File: src/rtl/fetch_ctrl.sv
// ---------------------------------------------------------------------------
// fetch_ctrl
//
// This module sequences the fetch datapath, which is an instruction memory
// plus a fetch stage.
//
// Boot load (only when FETCH_CTRL_BOOT_LOAD_EN is defined):
//   - After reset, words from a streaming loader are written into instruction
//     memory through its shared write port.
//   - The controller takes one word every two cycles: LOAD accepts a word and
//     WR writes it.
//   - Loading ends on the word marked last, or when the memory is full. In
//     the memory-full case the sticky load_overflow flag is raised.
//
// Run phase:
//   - The controller drives pc through sequential advance, stalls, branch
//     redirects and halt.
//   - HALT is left only through reset.
//
// When FETCH_CTRL_BOOT_LOAD_EN is not defined:
//   - Reset enters RUN at RESET_PC.
//   - load_ready, write_en, load_overflow and wdata are tied to 0.
//   - The loader inputs are unused.
//
// Ports:
//   clock, reset     rising-edge clock; synchronous active-high reset
//   load_valid       loader word available
//   load_data        loader word
//   load_last        marks the final loader word
//   load_ready       a loader word is accepted this cycle (decoded from state)
//   pc               instruction memory address: read in RUN, write in WR
//   wdata            instruction memory write data
//   write_en         instruction memory write strobe (high only in WR)
//   fetch_valid      instruction at pc is valid for decode (decoded from state)
//   stall            hold pc
//   redirect_valid   taken branch/jump
//   redirect_pc      redirect target; bits [1:0] are cleared
//   halt_req         stop fetching
//   load_overflow    sticky; the loader offered more than MEM_WORDS words
// ---------------------------------------------------------------------------
module fetch_ctrl #(
  parameter int              XLEN      = 32,
  parameter int              ILEN      = 32,
  parameter logic [ILEN-1:0] RESET_PC  = '0,
  parameter int              MEM_WORDS = 1024
) (
  input  logic            clock,
  input  logic            reset,
  input  logic            load_valid,
  input  logic [ILEN-1:0] load_data,
  input  logic            load_last,
  output logic            load_ready,
  output logic [ILEN-1:0] pc,
  output logic [ILEN-1:0] wdata,
  output logic            write_en,
  output logic            fetch_valid,
  input  logic            stall,
  input  logic            redirect_valid,
  input  logic [ILEN-1:0] redirect_pc,
  input  logic            halt_req,
  output logic            load_overflow
);

  // XLEN is carried for consistency with the rest of the datapath only.
  localparam int unused_xlen = XLEN;

  localparam logic [ILEN-1:0] PC_STEP   = ILEN'(4);
  localparam logic [ILEN-1:0] MEM_BYTES = ILEN'(MEM_WORDS * 4);

  typedef enum logic [1:0] {
    S_LOAD,
    S_WR,
    S_RUN,
    S_HALT
  } state_t;

`ifdef FETCH_CTRL_BOOT_LOAD_EN
  localparam state_t RESET_STATE = S_LOAD;
`else
  localparam state_t RESET_STATE = S_RUN;
`endif

  state_t          state;
  state_t          state_next;
  logic [ILEN-1:0] pc_next;
  logic [ILEN-1:0] pc_inc;
  logic [ILEN-1:0] redirect_aligned;

  // The increment wraps modulo 2^ILEN. No flag is raised on wrap.
  assign pc_inc           = pc + PC_STEP;
  assign redirect_aligned = redirect_pc & ~ILEN'(3);

`ifdef FETCH_CTRL_BOOT_LOAD_EN
  logic [ILEN-1:0] wdata_next;
  logic            last_q;
  logic            last_next;
  logic            overflow_next;
`endif

  // Next-state and next-pc logic.
  always_comb begin
    // NOTE: every variable assigned here gets a default first. Without a
    // default, a path through the case that skips an assignment would infer
    // a latch.
    state_next = state;
    pc_next    = pc;
`ifdef FETCH_CTRL_BOOT_LOAD_EN
    wdata_next    = wdata;
    last_next     = last_q;
    overflow_next = load_overflow;
`endif
    case (state)
`ifdef FETCH_CTRL_BOOT_LOAD_EN
      S_LOAD: begin
        // load_ready is 1 in this state, so load_valid alone is the handshake.
        if (load_valid) begin
          wdata_next = load_data;
          last_next  = load_last;
          state_next = S_WR;
        end
      end
      S_WR: begin
        // The last-word marker takes priority over the memory-full condition.
        if (last_q) begin
          state_next = S_RUN;
          pc_next    = RESET_PC;
        end else if ((pc_inc - RESET_PC) == MEM_BYTES) begin
          overflow_next = 1'b1;
          state_next    = S_RUN;
          pc_next       = RESET_PC;
        end else begin
          state_next = S_LOAD;
          pc_next    = pc_inc;
        end
      end
`endif
      S_RUN: begin
        if (halt_req) begin
          state_next = S_HALT;
        end else if (redirect_valid) begin
          // A redirect wins over stall.
          pc_next = redirect_aligned;
        end else if (!stall) begin
          pc_next = pc_inc;
        end
      end
      default: begin
        // S_HALT: hold everything until reset.
      end
    endcase
  end

  // NOTE: sequential state is written with non-blocking assignments only, so
  // every register samples the values from before the edge.
  always_ff @(posedge clock) begin
    if (reset) begin
      state <= RESET_STATE;
      pc    <= RESET_PC;
    end else begin
      state <= state_next;
      pc    <= pc_next;
    end
  end

  assign fetch_valid = (state == S_RUN);

`ifdef FETCH_CTRL_BOOT_LOAD_EN
  // write_en is registered alongside pc and wdata, so the address, the data
  // and the strobe all change on the same edge and stay stable through WR.
  always_ff @(posedge clock) begin
    if (reset) begin
      wdata         <= '0;
      write_en      <= 1'b0;
      last_q        <= 1'b0;
      load_overflow <= 1'b0;
    end else begin
      wdata         <= wdata_next;
      write_en      <= (state_next == S_WR);
      last_q        <= last_next;
      load_overflow <= overflow_next;
    end
  end

  assign load_ready = (state == S_LOAD);
`else
  logic unused_loader;
  assign unused_loader = ^{load_valid, load_data, load_last};

  assign load_ready    = 1'b0;
  assign wdata         = '0;
  assign write_en      = 1'b0;
  assign load_overflow = 1'b0;
`endif

endmodule
File: config.mk
export PLATFORM = sky130hd
export DESIGN_NAME = fetch_ctrl
export DESIGN_NICKNAME = d
export VERILOG_FILES = /design/src/rtl/fetch_ctrl.sv
export SDC_FILE = /design/constraint.sdc
export NUM_CORES = 1
export LEC_CHECK = 0
export CELL_PAD_IN_SITES_DETAIL_PLACEMENT = 0
export CELL_PAD_IN_SITES_GLOBAL_PLACEMENT = 1
export CORE_MARGIN = 2
export CORE_UTILIZATION = 26
export DETAILED_ROUTE_END_ITERATION = 10
export GPL_TIMING_DRIVEN = 0
export PLACE_DENSITY = 0.82
export RECOVER_POWER = 25
export SYNTH_ARGS = -nofsm -noshare
export SYNTH_HDL_FRONTEND = slang
export SYNTH_SLANG_ARGS = --single-unit
File: constraint.sdc
create_clock -name clock -period 2.45 [get_ports clock]
set_input_delay 0.3675 -clock clock [delete_from_list [all_inputs] [get_ports clock]]
set_output_delay 0.3675 -clock clock [all_outputs]
set_load 0.01 [all_outputs]
==> flow_results.org, run 1 <==
** Place
- Detailed placement finished with a half-perimeter wire length of about 6.5 mm.
- Routability-driven placement finished with a final weighted congestion of 0.928.
- Area of placed instances :: around 3300 µm²
- Input/output buffers :: 65

** Clock network
- H-Tree Level Count :: 2
- The tree built by TritonCTS fans out to 31 sinks.
- Number of setup buffers added after CTS :: 0
- Counting along the longest clock path gives a buffer depth of 2.
- Clock root buffer master :: sky130_fd_sc_hd__clkbuf_8
- CTS tree :: built
- TritonCTS created 5 clock buffers.
- Worst-Skew Late Latency :: 0.29 ns
- Number of hold buffers added after cts :: 0
- Clk slew on worst S/H paths :: approximately 0.07 ns

** Floorplanning
- The floorplan step defined a die boundary enclosing 9860 µm².
- Chip width :: about 99 µm
- The initial utilization of the core area, before any placement, comes to 0.270.
- The core region is roughly 9000 µm².
- The floorplan has 34 rows.
- For this design the top-level I/O count stands at around 140.
- Die Height :: between 90 and 100 µm

** Global route
- The first global-routing pass estimated between 10 and 15 mm of wire.
- Maximum number of pins on one net before global-route repair :: 11
- For this run, the total global-route usage over all layers was measured as 0.180.
- Total gr overflow :: 0
- Number of global-route vias before repair :: roughly 2800
- The initial antenna violation count is 0.

** Pwr
- The analysis attributes to cell leakage a power of 0.00128 µW.
- IR analysis of the VDD net gives a maximum drop of about 220 µV.
- In this run the power density over the cells is 412 nW/µm².

** Synth
- Area of the mapped netlist :: between 2000 and 2500 µm²
- Multiplexer area fraction after synthesis :: 0.0275
- Synth unique cells :: just over 50
- Area fraction in compound gates after synthesis :: 0.250
- Number of synthesized flops with an enable pin :: 0
- Of the total synthesized cell area, the portion taken by XOR and XNOR cells is 0.
- Synthesis produced approximately 310 cells.
- In the synthesized netlist the dominant register cell turns out to be sky130_fd_sc_hd__dfxtp_1.
- After synthesis, the largest family of logic cells by area is simple AND/OR/NAND/NOR gates.
- The share of the Yosys chip area taken by registers is 0.263.
- Number of flip-flops and latches in the synthesized netlist :: 31
- Synthesized-area fraction occupied by and/or/nand/nor cells :: 0.288
- After synthesis, the share of flip-flops with an asynchronous set or reset is 0.
- Mean cell area of the mapped netlist :: ~7.5 µm²
- Yosys warning total :: 0
- Adder-cell share of the synthesized area :: 0.00530

** Detailed routing
- The detailed router finished its first iteration with 231 violations.
- DR WL/cell :: between 15 and 20 µm
- Number of antenna-violating nets in the routed design :: 0
- The final layout contains routed wiring with a total length of 8.98 mm.
- Detailed-route via count :: roughly 2800
- Residual DRC :: 0
- Using the TritonRoute via totals, the vias-per-cell ratio works out to between 5 and 6.
- The first detailed-routing pass took 5 iterations.

** Hold path
- The path class of the tightest hold or removal check is reg2reg.

** Timing
- Maximum achievable frequency :: around 0.43 GHz
- Dividing the final minimum period by the clock period gives 0.953.
- Slew at the pin closest to its max-slew limit :: about 0.96 ns
- Final max-slew violation count :: 0
- Setup violation total in the final timing report :: 0
- Slew margin rel. :: 0.355
- The worst path needs approximately 2.3 ns of the cycle, external delays included.
- Final Hold Fails :: 0
- Setup skew after layout :: 0.00426 ns
- RSZ-0062 raised after global routing :: false

** Final layout
- Fin area :: around 3400 µm²
- Final design utilization :: 0.389
- Relative to the synthesized area, the layout overhead comes to 44.5%.
- Counting the fill cells in the layout gives slightly above 900.
- In the final layout, the share of cells above drive strength 1 is 0.154.
- Area of combinational cells with multiple inputs :: between 1500 and 2000 µm²
- Across the whole layout, storage elements account for 622 µm².
- The repair_antennas step left the layout with diodes totalling 0.
- After the last flow step, the layout net total stands at around 500.

** Critical path
- Sort of element at the start of the critical path :: input port
- Critical Path RT :: approximately 2.6 ns
- In this run the worst path has a maximum fanout of 10.
- By startpoint and endpoint, the worst setup path is classified as in2reg.
- Critical path endpoint category :: flop
- Data on the critical path arrives at its endpoint at around 2.5 ns.

** Flow run
- Total of max-cap violations :: 0

** Status
- Run status :: completed
-- cells in the final DEF (no fill, tap or decap), drive strengths merged, types with 17 or more instances in the layout --
master,Yosys,final
a21oi,20,20
buf,41,41
clkbuf,17,25
clkdlybuf4s50,0,50
conb,1,37
dfxtp,31,31
nand2,23,23
nor2,17,17
o21ai,17,17
-- layer usage --
layer,vias to the layer above,track usage,wire [µm]
li1,1346,-,-
met1,1344,0.236,3890
met2,137,0.295,4170
met3,20,0.0337,724
met4,0,0.0643,201
met5,-,0,0
-- through the flow --
step | std cells | total power, µW | hold slack (ns) | setup TNS, ns | worst slack, ns
CTS | 530 | 1410 | 0.552 | 0 | 0.00763
detailed placement | 522 | 949 | 0.538 | -5.12 | -0.386
finish | 530 | 1410 | 0.568 | 0 | 0.116
floorplan | 349 | 778 | 0.517 | 0 | 0.294
global route | 530 | 1470 | 0.574 | 0 | 0.0183
global placement | 522 | 944 | 0.524 | -4.21 | -0.353
-- worst max-delay path, stage by stage --
cell                              delay [ns]
sky130_fd_sc_hd__clkdlybuf4s50_1        0.57
sky130_fd_sc_hd__clkbuf_2               0.29
sky130_fd_sc_hd__nand2b_1               0.16
sky130_fd_sc_hd__nand2_1                0.26
sky130_fd_sc_hd__clkbuf_1               0.36
sky130_fd_sc_hd__nor4_1                 0.35
sky130_fd_sc_hd__o22ai_1                0.12
-- state kept, by name, summed over array words and instances (netlist names) --
register  cells
pc           30
state         1
-- cell usage after synthesis, types with 7 or more instances --
library cell                n  area share
sky130_fd_sc_hd__a211oi_1   7       0.022
sky130_fd_sc_hd__a21oi_1   20       0.042
sky130_fd_sc_hd__a31oi_1    7       0.019
sky130_fd_sc_hd__and3_1     7       0.019
sky130_fd_sc_hd__buf_4     37        0.12
sky130_fd_sc_hd__clkbuf_1  17       0.027
sky130_fd_sc_hd__dfxtp_1   31        0.26
sky130_fd_sc_hd__inv_1      7       0.011
sky130_fd_sc_hd__nand2_1   23       0.037
sky130_fd_sc_hd__nand3_1   10       0.021
sky130_fd_sc_hd__nand4_1   11       0.029
sky130_fd_sc_hd__nor2_1    17       0.027
sky130_fd_sc_hd__nor3_1    14       0.030
sky130_fd_sc_hd__nor4_1    14       0.037
sky130_fd_sc_hd__o21ai_0   17       0.036
-- cell type report --
type,instances,area share
inverters,8,0.00880
flip-flops and latches,31,0.182
clock buffers,8,0.0293
plain buffers,58,0.107
well taps,108,0.0396
repair buffers,65,0.191
multi-input cells,252,0.443
-- cells by family (layout without fill, tap and decap cells) --
kind of cell,after synthesis,count (layout)
buf+inv,66,139
flops,31,31
other cells,1,37
mux,6,6
simple gates,122,122
compound gates,86,86
fa+ha+maj,1,1
-- path summary, 6_finish.rpt --
kind | start | end | slack (ns) | cells after the start
setup reg to reg | pc[21] | pc[31] | 0.13 | 4
hold reg to reg | pc[11] | pc[11] | 0.57 | 2
setup / recovery | redirect_valid | pc[24] | 0.12 | 7
hold / removal | pc[11] | pc[11] | 0.57 | 2
-- repair_timing --
item	in CTS	in global routing
setup endpoints to repair	5	17
cloned	0	0
resized for setup	2	10
-- power by group --
group          switching [µW]  internal (µW)  leakage (µW)
clock                     207            257     0.0000515
combinational             182            185      0.000975
sequential               43.8            532      0.000254
total                     433            974       0.00128
Note: power is estimated with default switching activity, not from simulation.
==> inputs of run 2 (changes only) <==
--- a/config.mk
+++ b/config.mk
@@ -12,7 +12,7 @@
 export DETAILED_ROUTE_END_ITERATION = 10
 export GPL_TIMING_DRIVEN = 0
 export PLACE_DENSITY = 0.82
-export RECOVER_POWER = 25
+export RECOVER_POWER = 50
 export SYNTH_ARGS = -nofsm -noshare
 export SYNTH_HDL_FRONTEND = slang
 export SYNTH_SLANG_ARGS = --single-unit
==> run 2 against run 1 <==
Net effect:
- critical path depth is the same
- sequential power about the same
- count of clock-buffer cells in the layout did not move
- routed wire length about the same
- clock power about the same
- largest cell class unchanged
- largest power group unchanged
==> flow_results.org, run 2 (synthesis results as in run 1) <==
** Pwr
- Power density relative to cell area :: 410 nW/µm² (-0.37%)
- Part of the power in registers :: 0.411 (about the same)
- The reported net switching power is 433 µW (about the same).
- The leakage power total was 0.00133 µW (+3.8%).
- The power consumption was 1400 µW (-0.37%).
- Internal power :: 969 µW (-0.51%)
- Switching portion of total power :: 0.309 (+0.000989)
- Combinational Power Share :: 0.258 (-0.003)
- The portion of total power attributed to the clock network is 0.331 (about the same).
- The largest voltage drop on the vdd net is 222 µV (-0.30%).

** Critical path
- The cell count of the worst reg-to-reg path is 5 (+1).
- The critical path in this run is classified as in2reg.
- Crit path max fanout :: 10 (unchanged)
- The worst register-to-register path ends at pc[16].
- The maximum cell stage delay along the critical path is 0.57 ns (about the same).
- Among all stages on the critical path, the largest delay is contributed by sky130_fd_sc_hd__clkdlybuf4s50_1.
- The startpoint identified for the worst register-to-register timing path is pc[3].
- Sort of element at the start of the critical path :: input port
- CP cell instances :: clkdlybuf4s50_1 -> clkbuf_2 -> nand2b_1 -> nand2_1 -> clkbuf_1 -> nor4_1 -> o22ai_1
- The worst setup path is captured at a flop.
- The flop-to-flop setup slack came to 0.14 ns (about the same).
- Worst endpoint data arrival time :: 2.50 ns (about the same)
- Critical Path RT :: 2.61 ns (about the same)

** Flow run
- The count of max-cap constraint violations is 0 (unchanged).

** Place
- The placer's final routability congestion estimate is 0.928 (unchanged).
- The number of input and output port buffers inserted was 65 (unchanged).
- Setup slack at placement :: -0.386 ns (unchanged)
- The count of placed standard cells including taps is 522 (unchanged).
- The HPWL reported at the end of detailed placement was 6.55 mm (unchanged).

** Timing
- Setup skew after layout :: 0.00483 ns (+0.000569 ns)
- The pin slew with the least headroom to its limit came to 0.979 ns (+0.0198 ns).
- The final count of negative-setup-slack endpoints came to 0 (unchanged).
- The highest clock frequency the design can meet came to 0.427 GHz (-0.37%).
- The final critical-path share of the clock period came to 0.956 (+0.00351).
- Final Hold Fails :: 0 (unchanged)
- The worst setup margin is 0.107 ns (-0.00860 ns).
- The post-layout minimum cycle time is 2.34 ns (+0.00860 ns).
- Final max-slew violation count :: 0 (unchanged)
- The worst slew margin relative to its limit came to 0.341 (-0.0133).
- The sum of negative setup slack was 0 ns (unchanged).
- RSZ-0062 raised after global routing :: false

** Final layout
- Share of final-layout standard cells stronger than drive strength 1 :: 0.154 (unchanged)
- The number of nets in the layout is 493 (unchanged).
- More flip-flops sit in one register than any other, and that register is pc.
- The register cell area after layout was 622 µm² (unchanged).
- The final core utilization was 0.389 (unchanged).
- The number of flip-flops under the largest register name was 30 (unchanged).
- Area growth from synthesis to layout :: 44.5% (unchanged)
- The largest registers in the layout are pc (30), state (1).
- Area of combinational cells with multiple inputs :: 1510 µm² (unchanged)
- Non-filler cells, final :: 530 (unchanged)
- The number of fillers in the final layout was 927 (unchanged).
- The number of diodes is 0 (unchanged).
- Most frequent cells in the layout :: sky130_fd_sc_hd__buf_4, sky130_fd_sc_hd__conb_1, sky130_fd_sc_hd__clkdlybuf4s50_1

** Detailed routing
- Post-detailed-route via-to-cell ratio :: 5.41 (+0.70%)
- Detailed-route via count :: 2867 (+0.70%)
- Number of antenna-violating nets in the routed design :: 0 (unchanged)
- Residual DRC :: 0 (unchanged)
- The number of detailed-routing iterations run before antenna repair came to 4 (-1).
- The number of violations reported at the end of detailed-routing iteration 0 came to 230 (-0.43%).
- DR WL/cell :: 16.9 µm (about the same)
- WL final :: 8.98 mm (about the same)

** Floorplanning
- Die Height :: 99.3 µm (unchanged)
- The die outline area came to 9860 µm² (unchanged).
- The I/O pin total was 139 (unchanged).
- The row count was 34 (unchanged).
- Starting utilization of the core area :: 0.270 (unchanged)
- Core Area :: 8760 µm² (unchanged)
- Chip width :: 99.3 µm (unchanged)

** Global route
- The total global-route track usage came to 0.180 (unchanged).
- First-pass GRT wire length :: 14.0 mm (unchanged)
- The total congestion overflow was 0 (unchanged).
- Number of global-route vias before repair :: 2773 (unchanged)
- Maximum number of pins on one net before global-route repair :: 11 (unchanged)
- The initial antenna violation count is 0 (unchanged).

** Hold path
- The worst hold path terminates at pc[24].
- Hold depth :: 2 (unchanged)
- The min-delay analysis places its worst path in the category reg2reg.
- Hold wc startpoint :: pc[24]

** Clock network
- Number of hold buffers added after cts :: 0 (unchanged)
- The CTS H-tree depth was 2 (unchanged).
- The tree is rooted in a sky130_fd_sc_hd__clkbuf_8.
- The total clock sinks is 31 (unchanged).
- The number of clock buffers inserted by TritonCTS was 5 (unchanged).
- The clock insertion delay at the later pin of the skew report is 0.29 ns (about the same).
- The clock-pin slew on the worst setup and hold paths was 0.07 ns (about the same).
- Maximum clock path buffer count :: 2 (unchanged)
- TritonCTS built the clock tree.
- Number of setup buffers added after CTS :: 0 (unchanged)

** Status
- The run finished with clean final reports.
[run 2: per-layer routing]
layer | part of all wire | track usage | up-vias | wire, µm
li1 | - | - | 1346 | -
met1 | 0.43 | 0.236 | 1341 | 3820
met2 | 0.46 | 0.295 | 159 | 4160
met3 | 0.089 | 0.0337 | 21 | 800
met4 | 0.023 | 0.0643 | 0 | 206
met5 | 0 | 0 | - | 0
[run 2: worst max-delay path by stage]
stage | start | endpoint | slack, ns
after detailed placement | redirect_valid | pc[8] | -0.39
after floorplan | pc[2] | pc[18] | 0.29
after global placement | redirect_valid | pc[6] | -0.35
final | redirect_valid | pc[24] | 0.11
after CTS | pc[4] | pc[31] | 0.008
after global routing | pc[3] | pc[16] | 0.02
[run 2: cell type report]
class | instances | area share
multi-input cells | 252 | 0.443
inverters | 8 | 0.00880
flip-flops and latches | 31 | 0.182
plain buffers | 58 | 0.107
clock buffers | 8 | 0.0293
well taps | 108 | 0.0396
repair buffers | 65 | 0.191
[run 2: repair_timing]
| item | 4_1_cts | 5_1_grt |
|---|---|---|
| endpoints found under the setup margin | 5 | 17 |
| pin swaps | 0 | 0 |
| gates resized for setup | 2 | 10 |
[run 2: per-stage QoR]
| step | instance area [µm²] | hold WS [ns] |
|---|---|---|
| final | 3410 | 0.573 |
| after global routing | 3410 | 0.574 |
| after CTS | 3390 | 0.552 |
| after detailed placement | 3280 | 0.538 |
| after global placement | 3280 | 0.524 |
| after floorplan | 2500 | 0.517 |
[run 2: power groups by stage]
stage	clock network [µW]	logic, µW	registers (µW)
CTS	472	367	574
global placement	0	360	584
floorplan	0	191	587
finish	464	362	576
detailed placement	0	364	585
global route	493	391	581
[run 2: critical path: cells and delay by family]
kind                   cells  cell delay, ns
buffers and inverters      3            1.23
AO/OA/AOI/OAI              1            0.13
AND/OR/NAND/NOR            3            0.77
==> inputs of run 3 (changes only) <==
--- a/config.mk
+++ b/config.mk
@@ -10,7 +10,6 @@
 export CORE_MARGIN = 2
 export CORE_UTILIZATION = 26
 export DETAILED_ROUTE_END_ITERATION = 10
-export GPL_TIMING_DRIVEN = 0
 export PLACE_DENSITY = 0.82
 export RECOVER_POWER = 50
 export SYNTH_ARGS = -nofsm -noshare
==> run 3 against run 2 <==
Net effect:
- largest power group unchanged
- maximum frequency is 3.7% higher
- via count is 5.9% lower
- clock skew is 0.00063 ns lower
- register-to-register slack better by 0.05 ns
- sequential power hardly changed
- critical endpoint is now pc[30]
- cell area is 6.5% lower
- critical path type is now reg2reg
==> flow_results.org, run 3 (synthesis results as in run 1) <==
** Detailed routing
- DR WL/cell :: 16.4 µm (-3.3%)
- Residual DRC :: 0 (unchanged)
- The wire length after detailed routing was 8.13 mm (-9.5%).
- Post-detailed-route via-to-cell ratio :: 5.44 (+0.52%)
- Count of routing violations after the opening detailed-route iteration :: 241 (+4.8%)
- Detailed-route via count :: 2697 (-5.9%)
- The number of detailed-routing iterations run before antenna repair came to 5 (+1).
- Number of antenna-violating nets in the routed design :: 0 (unchanged)

** Pwr
- The leakage power total was 0.00115 µW (-13%).
- Worst vdd rail ir drop :: 165 µV (-25%)
- The power consumption was 1300 µW (-7.1%).
- Power density relative to cell area :: 408 nW/µm² (-0.64%)

** Clock network
- Clock sink count :: 31 (unchanged)
- The quantity of hold-fixing buffers added after cts came to 0 (unchanged).
- The clock-pin slew on the worst setup and hold paths is 0.07 ns (about the same).
- Clock root buffer master :: sky130_fd_sc_hd__clkbuf_8
- TritonCTS built the clock tree.
- Maximum clock path buffer count :: 2 (unchanged)
- The number of cells upsized or downsized after cts is 0 (-2).
- The CTS H-tree depth was 2 (unchanged).
- The buffer count from post-CTS setup fixing came to 0 (unchanged).
- Worst-Skew Late Latency :: 0.29 ns (about the same)
- The number of clock buffers inserted by TritonCTS came to 5 (unchanged).

** Timing
- Setup TNS :: 0 ns (unchanged)
- The pin slew with the least headroom to its limit came to 0.760 ns (-0.219 ns).
- Maximum achievable frequency :: 0.443 GHz (+3.7%)
- The number of pins with negative max-slew slack in the final report was 0 (unchanged).
- Period minus WS final :: 2.26 ns (-0.0845 ns)
- Setup violation total in the final timing report :: 0 (unchanged)
- The worst hold slack across all endpoints was 0.515 ns (-0.0577 ns).
- Slew margin rel. :: 0.494 (+0.152)
- The final-report hold violation count was 0 (unchanged).
- The largest clock skew in the final design came to 0.00419 ns (-0.000634 ns).
- Period utilization :: 0.922 (-0.0345)
- RSZ-0062 raised after global routing :: false

** Critical path
- The data required time at the worst endpoint was 2.63 ns (+0.02 ns).
- Slowest cell delay on critical path :: 0.65 ns (+0.08 ns)
- The worst setup path is of the reg2reg kind.
- Critical path endpoint category :: flop
- Walking the worst path, the cells encountered are ha_1 -> nand3_1 -> or4_1 -> nor3_1 -> mux2_2.
- Worst endpoint data arrival time :: 2.44 ns (-0.06 ns)
- The peak fanout along the critical path is 6 (-4).
- The largest individual stage delay along the critical path comes from the cell sky130_fd_sc_hd__or4_1.
- STA classifies the critical path startpoint as a flop.

** Floorplanning
- Chip width :: 99.3 µm (unchanged)
- The standard cell core area came to 8760 µm² (unchanged).
- Starting utilization of the core area :: 0.270 (unchanged)
- Number of top-level pins :: 139 (unchanged)
- The die extent in y was 99.3 µm (unchanged).
- Total Die Area :: 9860 µm² (unchanged)
- Count of standard-cell rows :: 34 (unchanged)

** Final layout
- More flip-flops sit in one register than any other, and that register is pc.
- Area growth from synthesis to layout :: 35.1%
- Fin area :: 3190 µm² (-6.5%)
- The number of flip-flops under the largest register name was 30 (unchanged).
- Fin nets :: 459 (-6.9%)
- The number of diodes was 0 (unchanged).
- In the layout the commonest cells are sky130_fd_sc_hd__clkdlybuf4s50_1, sky130_fd_sc_hd__conb_1, sky130_fd_sc_hd__dfxtp_1.
- Share of final-layout standard cells stronger than drive strength 1 :: 0.0979 (-0.0561)
- Final design utilization :: 0.364 (-0.0254)
- Regs by FF count :: pc (30), state (1)
- Leading cell type in the layout, fill and taps excluded :: sky130_fd_sc_hd__clkdlybuf4s50_1

** Global route
- The total global-route track usage came to 0.165 (-0.0148).
- The initial antenna violation count was 0 (unchanged).
- Number of global-route vias before repair :: 2593 (-6.5%)
- The wire length of the first global-routing pass is 13.1 mm (-6.3%).
- Maximum number of pins on one net before global-route repair :: 33 (+22)
- The total congestion overflow is 0 (unchanged).

** Place
- The HPWL reported at the end of detailed placement came to 6.09 mm (-7.0%).
- The number of input and output port buffers inserted is 65 (unchanged).
- The placer's final routability congestion estimate came to 0.889 (-4.2%).
- Area of placed instances :: 3120 µm² (-5.1%)

** Hold path
- Worst min path class :: reg2reg

** Flow run
- The count of max-cap constraint violations is 0 (unchanged).

** Status
- The run finished with clean final reports.
## run 3: per-layer routing
| layer | track usage | up-vias | wire length, µm |
|---|---|---|---|
| li1 | - | 1276 | - |
| met1 | 0.218 | 1303 | 3600 |
| met2 | 0.280 | 109 | 3960 |
| met3 | 0.0267 | 9 | 496 |
| met4 | 0.0432 | 0 | 78 |
| met5 | 0 | - | 0 |
## run 3: final timing paths
path	startpoint	endpoint	slack, ns	cells past startpoint
setup / recovery	pc[3]	pc[30]	0.19	5
hold / removal	pc[24]	pc[24]	0.51	2
setup reg to reg	pc[3]	pc[30]	0.19	5
hold reg to reg	pc[24]	pc[24]	0.51	2
## run 3: final cells by class
class                           count  area [µm²]
Clock buffer                        7        76.3
Multi-Input combinational cell    252        1490
Sequential cell                    31         621
Timing Repair Buffer               89         836
Clock inverter                      1        5.00
Fill cell                         917        5570
Inverter                            8        30.0
Tap cell                          108         135
## run 3: report_power, final
| part | internal, µW | switching (µW) |
|---|---|---|
| clock | 199 | 207 |
| combinational | 155 | 166 |
| sequential | 532 | 41.8 |
| total | 887 | 415 |
## run 3: critical path, delay by kind of cell (launching register included)
| kind | cells | cell delay [ns] |
|---|---|---|
| mux | 1 | 0.37 |
| fa+ha+maj | 1 | 0.25 |
| flops | 1 | 0.42 |
| simple gates | 3 | 1.11 |
## run 3: metrics by stage
stage                     setup slack [ns]  instances
after CTS                            0.192        496
final                                0.192        496
after global placement               0.201        488
after detailed placement             0.150        488
after global routing                0.0699        496
after floorplan                      0.294        349
